==> src/rtl/pipeline_hazard_controller_pkg.sv <==
// Shared types and constants for the MIPS pipeline hazard controller.
// Holds the FSM encoding, the forwarding-select codes and a register-match helper.
package mips_pipe_pkg;

    typedef enum logic [1:0] {
        RUN        = 2'd0,
        LOAD_STALL = 2'd1,
        MEM_WAIT   = 2'd2,
        FLUSH      = 2'd3
    } pipe_state_e;

    localparam logic [1:0] FWD_REG   = 2'b00;
    localparam logic [1:0] FWD_MEMWB = 2'b01;
    localparam logic [1:0] FWD_EXMEM = 2'b10;

    localparam logic [4:0] REG_ZERO = 5'd0;

    // A writer supplies src only if it really writes a register other than $0.
    function automatic logic reg_hit(input logic       we,
                                     input logic [4:0] rd,
                                     input logic [4:0] src);
        return we & (rd != REG_ZERO) & (rd == src);
    endfunction

endpackage

==> src/rtl/pipeline_hazard_controller_if.sv <==
// Pipeline-side signal bundle for the hazard controller.
// master = pipeline datapath, slave = hazard controller.
interface pipeline_hazard_controller_if;

    logic [4:0] id_rs;
    logic [4:0] id_rt;
    logic       id_uses_rt;
    logic       id_valid;
    logic       idex_memread;
    logic [4:0] idex_rt;
    logic [4:0] ex_rs;
    logic [4:0] ex_rt;
    logic       exmem_regwrite;
    logic [4:0] exmem_rd;
    logic       memwb_regwrite;
    logic [4:0] memwb_rd;
    logic       exmem_branch;
    logic       exmem_zero;
    logic       mem_busy;

    logic       pc_write;
    logic       ifid_write;
    logic       pipe_write;
    logic       idex_bubble;
    logic       pcsrc;
    logic       flush;
    logic [1:0] fwd_a;
    logic [1:0] fwd_b;

    modport master (
        output id_rs, id_rt, id_uses_rt, id_valid, idex_memread, idex_rt,
               ex_rs, ex_rt, exmem_regwrite, exmem_rd, memwb_regwrite, memwb_rd,
               exmem_branch, exmem_zero, mem_busy,
        input  pc_write, ifid_write, pipe_write, idex_bubble, pcsrc, flush,
               fwd_a, fwd_b
    );

    modport slave (
        input  id_rs, id_rt, id_uses_rt, id_valid, idex_memread, idex_rt,
               ex_rs, ex_rt, exmem_regwrite, exmem_rd, memwb_regwrite, memwb_rd,
               exmem_branch, exmem_zero, mem_busy,
        output pc_write, ifid_write, pipe_write, idex_bubble, pcsrc, flush,
               fwd_a, fwd_b
    );

endinterface

==> src/rtl/pipeline_hazard_controller_fwd.sv <==
// ALU operand forwarding selects for the EX stage.
// EX/MEM has priority over MEM/WB; $0 is never forwarded.
module forwarding_unit
    import mips_pipe_pkg::*;
(
    input  logic       exmem_regwrite,
    input  logic [4:0] exmem_rd,
    input  logic       memwb_regwrite,
    input  logic [4:0] memwb_rd,
    input  logic [4:0] ex_rs,
    input  logic [4:0] ex_rt,
    output logic [1:0] fwd_a,
    output logic [1:0] fwd_b
);

    always_comb begin
        fwd_a = FWD_REG;
        if (reg_hit(exmem_regwrite, exmem_rd, ex_rs)) begin
            fwd_a = FWD_EXMEM;
        end else if (reg_hit(memwb_regwrite, memwb_rd, ex_rs)) begin
            fwd_a = FWD_MEMWB;
        end
    end

    always_comb begin
        fwd_b = FWD_REG;
        if (reg_hit(exmem_regwrite, exmem_rd, ex_rt)) begin
            fwd_b = FWD_EXMEM;
        end else if (reg_hit(memwb_regwrite, memwb_rd, ex_rt)) begin
            fwd_b = FWD_MEMWB;
        end
    end

endmodule

==> src/rtl/pipeline_hazard_controller.sv <==
// Hazard/sequencing controller for the 5-stage MIPS pipeline: load-use stalls,
// taken-branch flushes, memory-wait freeze with timeout, and operand forwarding.
module pipeline_hazard_controller
    import mips_pipe_pkg::*;
#(
    parameter int unsigned CNT_W        = 16,
    parameter int unsigned WAIT_TIMEOUT = 64
) (
    input  logic                          clk,
    input  logic                          reset,
    pipeline_hazard_controller_if.slave   hz,
    output logic [1:0]                    state,
    output logic [CNT_W-1:0]              stall_cnt,
    output logic [CNT_W-1:0]              flush_cnt,
    output logic                          timeout_err
);

    localparam int unsigned     WAIT_W   = $clog2(WAIT_TIMEOUT + 1);
    localparam logic [WAIT_W-1:0] WAIT_MAX = WAIT_W'(WAIT_TIMEOUT);

    pipe_state_e       state_q, state_d;
    logic [CNT_W-1:0]  stall_cnt_q, stall_cnt_d;
    logic [CNT_W-1:0]  flush_cnt_q, flush_cnt_d;
    logic [WAIT_W-1:0] wait_cnt_q, wait_cnt_d;
    logic              timeout_err_q, timeout_err_d;

    logic       taken;
    logic       lu;
    logic       pc_write_c;
    logic       ifid_write_c;
    logic       pipe_write_c;
    logic       idex_bubble_c;
    logic       pcsrc_c;
    logic       flush_c;
    logic [1:0] fwd_a_c;
    logic [1:0] fwd_b_c;

    function automatic logic [CNT_W-1:0] sat_inc(input logic [CNT_W-1:0] v);
        return (v == '1) ? v : v + 1'b1;
    endfunction

    forwarding_unit u_fwd (
        .exmem_regwrite (hz.exmem_regwrite),
        .exmem_rd       (hz.exmem_rd),
        .memwb_regwrite (hz.memwb_regwrite),
        .memwb_rd       (hz.memwb_rd),
        .ex_rs          (hz.ex_rs),
        .ex_rt          (hz.ex_rt),
        .fwd_a          (fwd_a_c),
        .fwd_b          (fwd_b_c)
    );

    // The instruction in IF/ID is a flushed slot while in FLUSH, so lu is masked there.
    always_comb begin
        taken = hz.exmem_branch & hz.exmem_zero;
        lu    = hz.id_valid & hz.idex_memread & (hz.idex_rt != REG_ZERO) &
                ((hz.idex_rt == hz.id_rs) | (hz.id_uses_rt & (hz.idex_rt == hz.id_rt))) &
                (state_q != FLUSH);
    end

    always_comb begin
        state_d       = RUN;
        stall_cnt_d   = stall_cnt_q;
        flush_cnt_d   = flush_cnt_q;
        wait_cnt_d    = '0;
        timeout_err_d = timeout_err_q;
        pc_write_c    = 1'b1;
        ifid_write_c  = 1'b1;
        pipe_write_c  = 1'b1;
        idex_bubble_c = 1'b0;
        pcsrc_c       = 1'b0;
        flush_c       = 1'b0;

        if (hz.mem_busy) begin
            // Full freeze; a pending taken branch stays in EX/MEM until memory frees.
            pc_write_c   = 1'b0;
            ifid_write_c = 1'b0;
            pipe_write_c = 1'b0;
            state_d      = MEM_WAIT;
            stall_cnt_d  = sat_inc(stall_cnt_q);
            wait_cnt_d   = (wait_cnt_q == WAIT_MAX) ? wait_cnt_q : wait_cnt_q + 1'b1;
            if (wait_cnt_d == WAIT_MAX) begin
                timeout_err_d = 1'b1;
            end
        end else if (taken) begin
            pcsrc_c     = 1'b1;
            flush_c     = 1'b1;
            state_d     = FLUSH;
            flush_cnt_d = sat_inc(flush_cnt_q);
        end else if (lu) begin
            pc_write_c    = 1'b0;
            ifid_write_c  = 1'b0;
            idex_bubble_c = 1'b1;
            state_d       = LOAD_STALL;
            stall_cnt_d   = sat_inc(stall_cnt_q);
        end
    end

    always_ff @(posedge clk or negedge reset) begin
        if (!reset) begin
            state_q       <= RUN;
            stall_cnt_q   <= '0;
            flush_cnt_q   <= '0;
            wait_cnt_q    <= '0;
            timeout_err_q <= 1'b0;
        end else begin
            state_q       <= state_d;
            stall_cnt_q   <= stall_cnt_d;
            flush_cnt_q   <= flush_cnt_d;
            wait_cnt_q    <= wait_cnt_d;
            timeout_err_q <= timeout_err_d;
        end
    end

    // Combinational controls are held inactive for the whole time reset is low.
    always_comb begin
        hz.pc_write    = reset & pc_write_c;
        hz.ifid_write  = reset & ifid_write_c;
        hz.pipe_write  = reset & pipe_write_c;
        hz.idex_bubble = reset & idex_bubble_c;
        hz.pcsrc       = reset & pcsrc_c;
        hz.flush       = reset & flush_c;
        hz.fwd_a       = reset ? fwd_a_c : FWD_REG;
        hz.fwd_b       = reset ? fwd_b_c : FWD_REG;
    end

    assign state       = state_q;
    assign stall_cnt   = stall_cnt_q;
    assign flush_cnt   = flush_cnt_q;
    assign timeout_err = timeout_err_q;

endmodule

==> src/flat_wrapper.sv <==
// flat-port wrapper written by rule: the top's interface ports become plain ports
module pipeline_hazard_controller_flat import mips_pipe_pkg::*;
#(
    parameter int unsigned CNT_W        = 16,
    parameter int unsigned WAIT_TIMEOUT = 64
)
  (clk, reset, state, stall_cnt, flush_cnt, timeout_err, hz_id_rs, hz_id_rt, hz_id_uses_rt, hz_id_valid, hz_idex_memread, hz_idex_rt, hz_ex_rs, hz_ex_rt, hz_exmem_regwrite, hz_exmem_rd, hz_memwb_regwrite, hz_memwb_rd, hz_exmem_branch, hz_exmem_zero, hz_mem_busy, hz_pc_write, hz_ifid_write, hz_pipe_write, hz_idex_bubble, hz_pcsrc, hz_flush, hz_fwd_a, hz_fwd_b);
  pipeline_hazard_controller_if hz_i ();
  input  logic clk;
  input  logic reset;
  output logic [1:0] state;
  output logic [CNT_W-1:0] stall_cnt;
  output logic [CNT_W-1:0] flush_cnt;
  output logic timeout_err;
  input wire logic [$bits(hz_i.id_rs)-1:0] hz_id_rs;
  input wire logic [$bits(hz_i.id_rt)-1:0] hz_id_rt;
  input wire logic [$bits(hz_i.id_uses_rt)-1:0] hz_id_uses_rt;
  input wire logic [$bits(hz_i.id_valid)-1:0] hz_id_valid;
  input wire logic [$bits(hz_i.idex_memread)-1:0] hz_idex_memread;
  input wire logic [$bits(hz_i.idex_rt)-1:0] hz_idex_rt;
  input wire logic [$bits(hz_i.ex_rs)-1:0] hz_ex_rs;
  input wire logic [$bits(hz_i.ex_rt)-1:0] hz_ex_rt;
  input wire logic [$bits(hz_i.exmem_regwrite)-1:0] hz_exmem_regwrite;
  input wire logic [$bits(hz_i.exmem_rd)-1:0] hz_exmem_rd;
  input wire logic [$bits(hz_i.memwb_regwrite)-1:0] hz_memwb_regwrite;
  input wire logic [$bits(hz_i.memwb_rd)-1:0] hz_memwb_rd;
  input wire logic [$bits(hz_i.exmem_branch)-1:0] hz_exmem_branch;
  input wire logic [$bits(hz_i.exmem_zero)-1:0] hz_exmem_zero;
  input wire logic [$bits(hz_i.mem_busy)-1:0] hz_mem_busy;
  output wire logic [$bits(hz_i.pc_write)-1:0] hz_pc_write;
  output wire logic [$bits(hz_i.ifid_write)-1:0] hz_ifid_write;
  output wire logic [$bits(hz_i.pipe_write)-1:0] hz_pipe_write;
  output wire logic [$bits(hz_i.idex_bubble)-1:0] hz_idex_bubble;
  output wire logic [$bits(hz_i.pcsrc)-1:0] hz_pcsrc;
  output wire logic [$bits(hz_i.flush)-1:0] hz_flush;
  output wire logic [$bits(hz_i.fwd_a)-1:0] hz_fwd_a;
  output wire logic [$bits(hz_i.fwd_b)-1:0] hz_fwd_b;
  assign hz_i.id_rs = hz_id_rs;
  assign hz_i.id_rt = hz_id_rt;
  assign hz_i.id_uses_rt = hz_id_uses_rt;
  assign hz_i.id_valid = hz_id_valid;
  assign hz_i.idex_memread = hz_idex_memread;
  assign hz_i.idex_rt = hz_idex_rt;
  assign hz_i.ex_rs = hz_ex_rs;
  assign hz_i.ex_rt = hz_ex_rt;
  assign hz_i.exmem_regwrite = hz_exmem_regwrite;
  assign hz_i.exmem_rd = hz_exmem_rd;
  assign hz_i.memwb_regwrite = hz_memwb_regwrite;
  assign hz_i.memwb_rd = hz_memwb_rd;
  assign hz_i.exmem_branch = hz_exmem_branch;
  assign hz_i.exmem_zero = hz_exmem_zero;
  assign hz_i.mem_busy = hz_mem_busy;
  assign hz_pc_write = hz_i.pc_write;
  assign hz_ifid_write = hz_i.ifid_write;
  assign hz_pipe_write = hz_i.pipe_write;
  assign hz_idex_bubble = hz_i.idex_bubble;
  assign hz_pcsrc = hz_i.pcsrc;
  assign hz_flush = hz_i.flush;
  assign hz_fwd_a = hz_i.fwd_a;
  assign hz_fwd_b = hz_i.fwd_b;
  pipeline_hazard_controller #(.CNT_W(CNT_W), .WAIT_TIMEOUT(WAIT_TIMEOUT)) u_core (.clk(clk), .reset(reset), .hz(hz_i), .state(state), .stall_cnt(stall_cnt), .flush_cnt(flush_cnt), .timeout_err(timeout_err));
endmodule
==> config.mk <==
export PLATFORM = sky130hd
export DESIGN_NAME = pipeline_hazard_controller_flat
export DESIGN_NICKNAME = d
export VERILOG_FILES = /design/src/rtl/pipeline_hazard_controller_pkg.sv /design/src/rtl/pipeline_hazard_controller_if.sv /design/src/rtl/pipeline_hazard_controller_fwd.sv /design/src/rtl/pipeline_hazard_controller.sv /design/src/flat_wrapper.sv
export SDC_FILE = /design/constraint.sdc
export NUM_CORES = 1
export LEC_CHECK = 0
export ABC_AREA = 1
export CORE_AREA = 4 4 98 81
export CTS_CLUSTER_DIAMETER = 50
export CTS_CLUSTER_SIZE = 14
export DETAILED_ROUTE_END_ITERATION = 6
export DIE_AREA = 0 0 102 85
export PLACE_DENSITY = 0.84
export SLEW_MARGIN = 20
export SYNTH_ARGS = -nofsm -noshare
export SYNTH_HDL_FRONTEND = slang
export SYNTH_SLANG_ARGS = --single-unit
==> constraint.sdc <==
create_clock -name clk -period 1.7 [get_ports clk]
set_clock_uncertainty 0.15 [all_clocks]
set_input_delay 0.34 -clock clk [delete_from_list [all_inputs] [get_ports clk]]
set_output_delay 0.34 -clock clk [all_outputs]
set_load 0.005 [all_outputs]
==> results.json <==
{
  "run_status": "complete, but fails checks",
  "violations": "hold timing, setup timing",
  "tightestPinTransition_ns": 0.561,
  "syn_area_per_cell_sq_um": 6.96,
  "place_area_sq_um": 4220,
  "vdd_drop_max_mv": 0.578,
  "ys_seq_elements": 42,
  "cp_data_arrival_time_ns": 1.96,
  "synth_warnings": 0,
  "grt_pass1_vias": 3511,
  "r2r-start": "u_core.stall_cnt[1]",
  "period_share_pct": 110,
  "drive_above_1_share_pct": 44.7,
  "maxSlewHeadroom_pct": 62.6,
  "cts-root-buf": "clkbuf_8",
  "hp-class": "in2async",
  "yosysTopAreaCell": "dfrtp_1",
  "synthTopCellsByArea": "dfrtp_1, nand2_1, nand3_1, inv_1, xor2_1",
  "setup_tns_ns": -2.01,
  "wl_met3_microns": 770,
  "fillers": 414,
  "ys.flop_type": "dfrtp_1",
  "wire_per_inst_microns": 16.8,
  "hold_buffers": 0,
  "synth-edff-count": 0,
  "num_vias": 3704,
  "routed_via_density": 5.26,
  "required_ns": 1.79,
  "die-area_sq_um": 8670,
  "synth_cell_types": 29,
  "drc": 0,
  "cts_tree": "built",
  "syn_area_sq_um": 2940,
  "worst-setup-path-type": "reg2reg",
  "clockBufferDepth": 2,
  "fin_nets": 665,
  "finalHoldViolations": 26,
  "diodes": 0,
  "cts.htree.levels": 2,
  "placeableCoreArea_sq_um": 6890,
  "synthCells": 422,
  "leakage_nw": 2.88,
  "drt-pass1-iter-count": 5,
  "grt_pass1_wl_mm": 15.9,
  "hold-worst-slack_ns": -0.0173,
  "final_cell_mix": "nand2_1, buf_4, inv_1",
  "drv_slew": 0,
  "reg2reg_depth": 10,
  "fmax_mhz": 534,
  "ant_nets": 0,
  "power_density_nw_per_um2": 685,
  "grt_max_degree": 43,
  "fp.dieW_microns": 102,
  "timing.rr.end": "u_core.stall_cnt[8]",
  "r2r_setup_slack_ns": -0.17,
  "seq_area_frac_synth_pct": 35.8,
  "clk_pin_slew_ns": 0.10,
  "syn-num-nets": 471,
  "period_needed_ns": 1.87,
  "die_h_microns": 85,
  "numPortBuffers": 89,
  "wl_met2_mm": 6.16,
  "cts_sinks": 42,
  "areaGrowthSynthToFinish_pct": 80.0,
  "start_util_pct": 42.6,
  "grt_setup_unrepaired": "true",
  "totalWireLength_mm": 11.9,
  "clk_latency_ns": 0.31,
  "startpoint_type": "register",
  "finalWorstSetupSlack_ns": -0.171,
  "yosysTopAreaCellShare_pct": 35.8,
  "wl_met1_mm": 4.58,
  "grt_antenna_before_repair": 0,
  "critPathMaxFanout": 8,
  "async_flop_share_pct": 100,
  "grt_overflow": 0,
  "rows": 27,
  "final_common_cell": "nand2_1",
  "critPathCaptureType": "register",
  "ios": 90,
  "dp_hpwl_mm": 6.69,
  "cts-buffers-inserted": 5,
  "finalSetupViolCount": 29,
  "drt_iter0_markers": 262,
  "grt_usage_pct": 22.4,
  "gp_congestion": 0.907,
  "maxCapViolations": 0,
  "top_layer": "met4",
  "fin_area_sq_um": 5290
}
[through the flow]
step / hold slack, ns / worst slack (ns) / total power (W) / cells / util (%)
after floorplan: -0.106 / -0.0284 / 0.00164 / 422 / -
after global placement: 0.300 / -0.833 / 0.00224 / 635 / 61.3
after detailed placement: 0.324 / -0.918 / 0.00228 / 635 / 61.3
after CTS: 0.00116 / -0.133 / 0.00336 / 686 / 69.2
after global routing: 0.0244 / -0.218 / 0.00380 / 704 / 76.7
final: -0.0173 / -0.171 / 0.00363 / 704 / 76.7
[worst max path at each step]
stage	from	end	slack, ns
global placement	hz_idex_rt[1]	hz_idex_bubble	-0.83
CTS	u_core.state[0]	hz_idex_bubble	-0.13
floorplan	u_core.flush_cnt[0]	u_core.flush_cnt[10]	-0.03
finish	u_core.stall_cnt[1]	u_core.stall_cnt[8]	-0.17
detailed placement	hz_idex_rt[1]	hz_idex_bubble	-0.92
global route	u_core.stall_cnt[1]	u_core.stall_cnt[8]	-0.22
[state kept, by name, indices dropped and copies added, names as in the netlist]
signal	cells
u_core.stall_cnt	16
u_core.wait_cnt_q	7
u_core.flush_cnt	16
u_core.state	2
u_core.timeout_err	1
[Yosys cell counts, types with 3 or more instances]
master / instances
nand2_1: 130
inv_1: 52
nor2_1: 44
nand3_1: 43
dfrtp_1: 42
xor2_1: 22
xnor2_1: 19
nor3_1: 10
nand4_1: 9
inv_2: 6
o21ai_1: 5
ha_1: 4
o21ai_0: 4
a21oi_1: 3
buf_4: 3
buf_6: 3
nor4_1: 3
or2_2: 3
[per-layer routing]
metal	up-vias	track usage (%)
met5	-	0
met4	0	4.89
met3	39	3.94
met2	170	40.7
met1	1787	27.6
li1	1708	-
[area by class of cell]
class	count	area [sq um]	area share, %
multi-input combinational	314	2130	40.3
timing repair buffer	190	1590	30.0
sequential	42	1050	19.9
inverter	61	255	4.83
tap	87	109	2.06
clock buffer	5	68.8	1.30
clock inverter	3	68.8	1.30
timing repair inverter	2	15.0	0.284
[what timing repair did]
| action | CTS | global route |
|---|---|---|
| resized for setup | 255 | 112 |
| pin swaps | 54 | 45 |
| gates cloned | 1 | 4 |
| buffers inserted | 44 | 15 |
| setup endpoints to repair | 72 | 50 |
[power by group]
part | leakage, nW | switching [W] | total, W | internal (W)
Clock | 0.0683 | 0.000396 | 0.000986 | 0.000589
Sequential | 0.560 | 0.0000989 | 0.00121 | 0.00111
Combinational | 2.25 | 0.000680 | 0.00143 | 0.000753
Total | 2.88 | 0.00118 | 0.00363 | 0.00245
[worst max-delay path, cell delays in order (launching register included)]
cell and delay, ns:
dfrtp_1 0.38, buf_6 0.11, ha_4 0.14, nand3_2 0.10, inv_2 0.09, nand2_4 0.06, o21ai_4 0.21, clkinv_4 0.19
nand2_8 0.16, nand2_1 0.09, nand2_1 0.10
[kinds of logic after synthesis]
| family | Yosys count | share of synthesized area, % |
|---|---|---|
| fa+ha+maj | 4 | 1.70 |
| flops | 42 | 35.8 |
| compound gates | 15 | 2.85 |
| xor+xnor | 41 | 12.2 |
| simple gates | 252 | 37.5 |
| buf+inv | 68 | 9.97 |
No activity file was read; power rests on OpenSTA's default activity.
==> patch: new RTL, config.mk and constraints unchanged <==
Reset style: synchronous (`reset`), changed in one clocked block.
--- a/src/rtl/pipeline_hazard_controller.sv
+++ b/src/rtl/pipeline_hazard_controller.sv
@@ -97,5 +97,5 @@
     end
 
-    always_ff @(posedge clk or negedge reset) begin
+    always_ff @(posedge clk) begin
         if (!reset) begin
             state_q       <= RUN;
Formal check against the unedited RTL: differs if reset is asserted again (counterexample within 4 cycles, from zero or initial values and one cycle with reset low); with reset held inactive, the same outputs for 10 cycles.
==> patch against the unedited design <==
  * The flow finishes with violations (setup timing)
  * First-iteration DRC count decreased by 39%
  * Sequential cell count unchanged
  * Synthesized cell count increased by 0.95%
  * Design area decreased by 8.6%
  * Routed wire length decreased by 14%
  * Via count decreased by 5.3%
  * Synthesized area decreased by 3.5%
  * Setup slack got worse by 0.013 ns
Power is not compared: it rests on default switching activity, and its combinational part moved more than twofold at a synthesized area within 25%.
==> patch: results (changes against the unedited design) <==
Clk Latency, worst-skew pair: 0.31 ns (about the same)
Worst r2r src: u_core.flush_cnt[1]
Synth top area cells: dfxtp_1, nand2_1, xor2_1
Share of cells above drive strength 1: 45.1% (+0.41 points)
Clock buffer count from CTS: 5 (unchanged)
Hold WC Path Type: register to register
Violated checks: setup timing
Routed len/inst: 15.2 um (-9.8%)
Post-Synthesis Net Count: 475 (+0.85%)
Main synth FF type: dfxtp_1
Met3 wire length: 935 um (+21%)
Largest buffer count on any clock path: 2 (unchanged)
Hold slack: 0.338 ns (+0.355 ns)
Final RePlAce weighted congestion: 0.889 (-2.0%)
Final setup fails: 23 (-21%)
First-pass GRT wire length: 15000 um (-6.1%)
Vias: 3509 (-5.3%)
Fin nets: 635 (-4.5%)
TNS Setup: -1.61 ns (+0.397 ns)
Synth unique cells: 34 (+17%)
Drt total wl: 10200 um (-14%)
Ys Warns: 0 (unchanged)
Largest net degree at the start of global routing: 22 (-49%)
Worst Tran Pin Value: 0.432 ns (-0.129 ns)
Wire length on met2: 5220 um (-15%)
Vias in the first global route: 3367 (-4.1%)
CTS H-Tree Depth: 2 (unchanged)
CP Launch Point: hz_ex_rs[2]
Leak: 2.29 nW
Worst vdd ir: 0.306 mV
Flop2flop setup slack: -0.10 ns (+0.07 ns)
Post-synth top cells: nand2_1, nor2_1, inv_1, dfxtp_1, nand3_1
CP delay by family, top: simple AND/OR/NAND/NOR gates
Crit path max fanout: 2 (-6)
Worst setup endpoint: hz_fwd_a[0]
GR Util All Layers: 20.9% (-1.5 points)
Min-delay src: u_core.flush_cnt[4]
Top Metal Used: met4
Asr flop ratio synth: 0% (-100 points)
Root Buffer: clkbuf_8
Slowest stage cell, crit path: nor4_2
I/O Buffers: 89 (unchanged)
Average cell area after synthesis: 6.66 um^2 (-4.4%)
Sequential share of the synthesized area: 29.7% (-6.1 points)
Placed Area: 4180 um^2 (-1.0%)
DRC violation total after the first TritonRoute iteration: 159 (-39%)
PnR worst setup slack: -0.184 ns (-0.0127 ns)
First-pass detailed-route iteration total: 4 (-1)
Status: complete, but fails checks
Cells after DPL: 645 (+1.6%)
Pre-CTS WS: -0.994 ns (-0.0753 ns)
CP peak stage delay: 0.30 ns (-0.08 ns)
Detail Placement HPWL: 6670 um (-0.29%)
Hold depth: 2
N_diodes: 0 (unchanged)
Worst R2R End: u_core.flush_cnt[0]
Wl on met1: 3860 um (-16%)
Clock transition at path regs: 0.08 ns (-0.02 ns)
Crit path arrival time: 1.39 ns (-0.57 ns)
Hold path endpoint: u_core.flush_cnt[4]
patch: changes by cell type after synthesis, moves of 3 or more:
cell | before | now
o21ai_0 | 4 | 9
dfxtp_1 | 0 | 42
nand4_1 | 9 | 6
a21oi_1 | 3 | 20
xor2_1 | 22 | 28
xnor2_1 | 19 | 12
nor2_1 | 44 | 53
a21oi_2 | 0 | 10
inv_1 | 52 | 49
nand3_1 | 43 | 40
clkbuf_1 | 0 | 3
dfrtp_1 | 42 | 0
nand2_1 | 130 | 100
patch: metal layers:
metal | global-route usage, % | vias to the layer above
met5 | 0 | -
met4 | 6.79 | 0
met3 | 5.26 | 28
met2 | 37.8 | 162
met1 | 23.9 | 1641
li1 | - | 1678
patch: layout make-up:
type                       count  area (um^2)
clock buffer                   5         68.8
clock inverter                 3         43.8
fill                         536         2060
inverter                      54          208
multi-input combinational    323         2180
sequential                    42          893
tap                           87          109
timing repair buffer         160         1340
patch: kinds of logic (layout without fill, tap and decap cells):
group,count (synthesis),in the layout,share of synthesized area [%]
simple gates,228,231,36.4
buf+inv,64,222,9.62
compound gates,48,48,10.2
flops,42,42,29.7
xor+xnor,40,40,12.4
fa+ha+maj,4,4,1.77
patch: power breakdown:
group	internal, mW	leakage (nW)	switching (mW)
Clock	0.440	0.0585	0.379
Sequential	0.988	0.356	0.0104
Combinational	0.246	1.88	0.268
patch: tightest hold or removal path: cells and delay by family (launching register included):
family	cells	cell delay (ns)
AOI/OAI and AO/OA	1	0.05
buffers and inverters	1	0.06
DFF	1	0.34
patch: timing repair:
| action | in CTS | in global routing |
|---|---|---|
| endpoints found under the setup margin | 68 | 51 |
| buffers inserted | 15 | 6 |
| pin swaps | 57 | 66 |
| gates resized for setup | 248 | 132 |
| cloned | 4 | 0 |
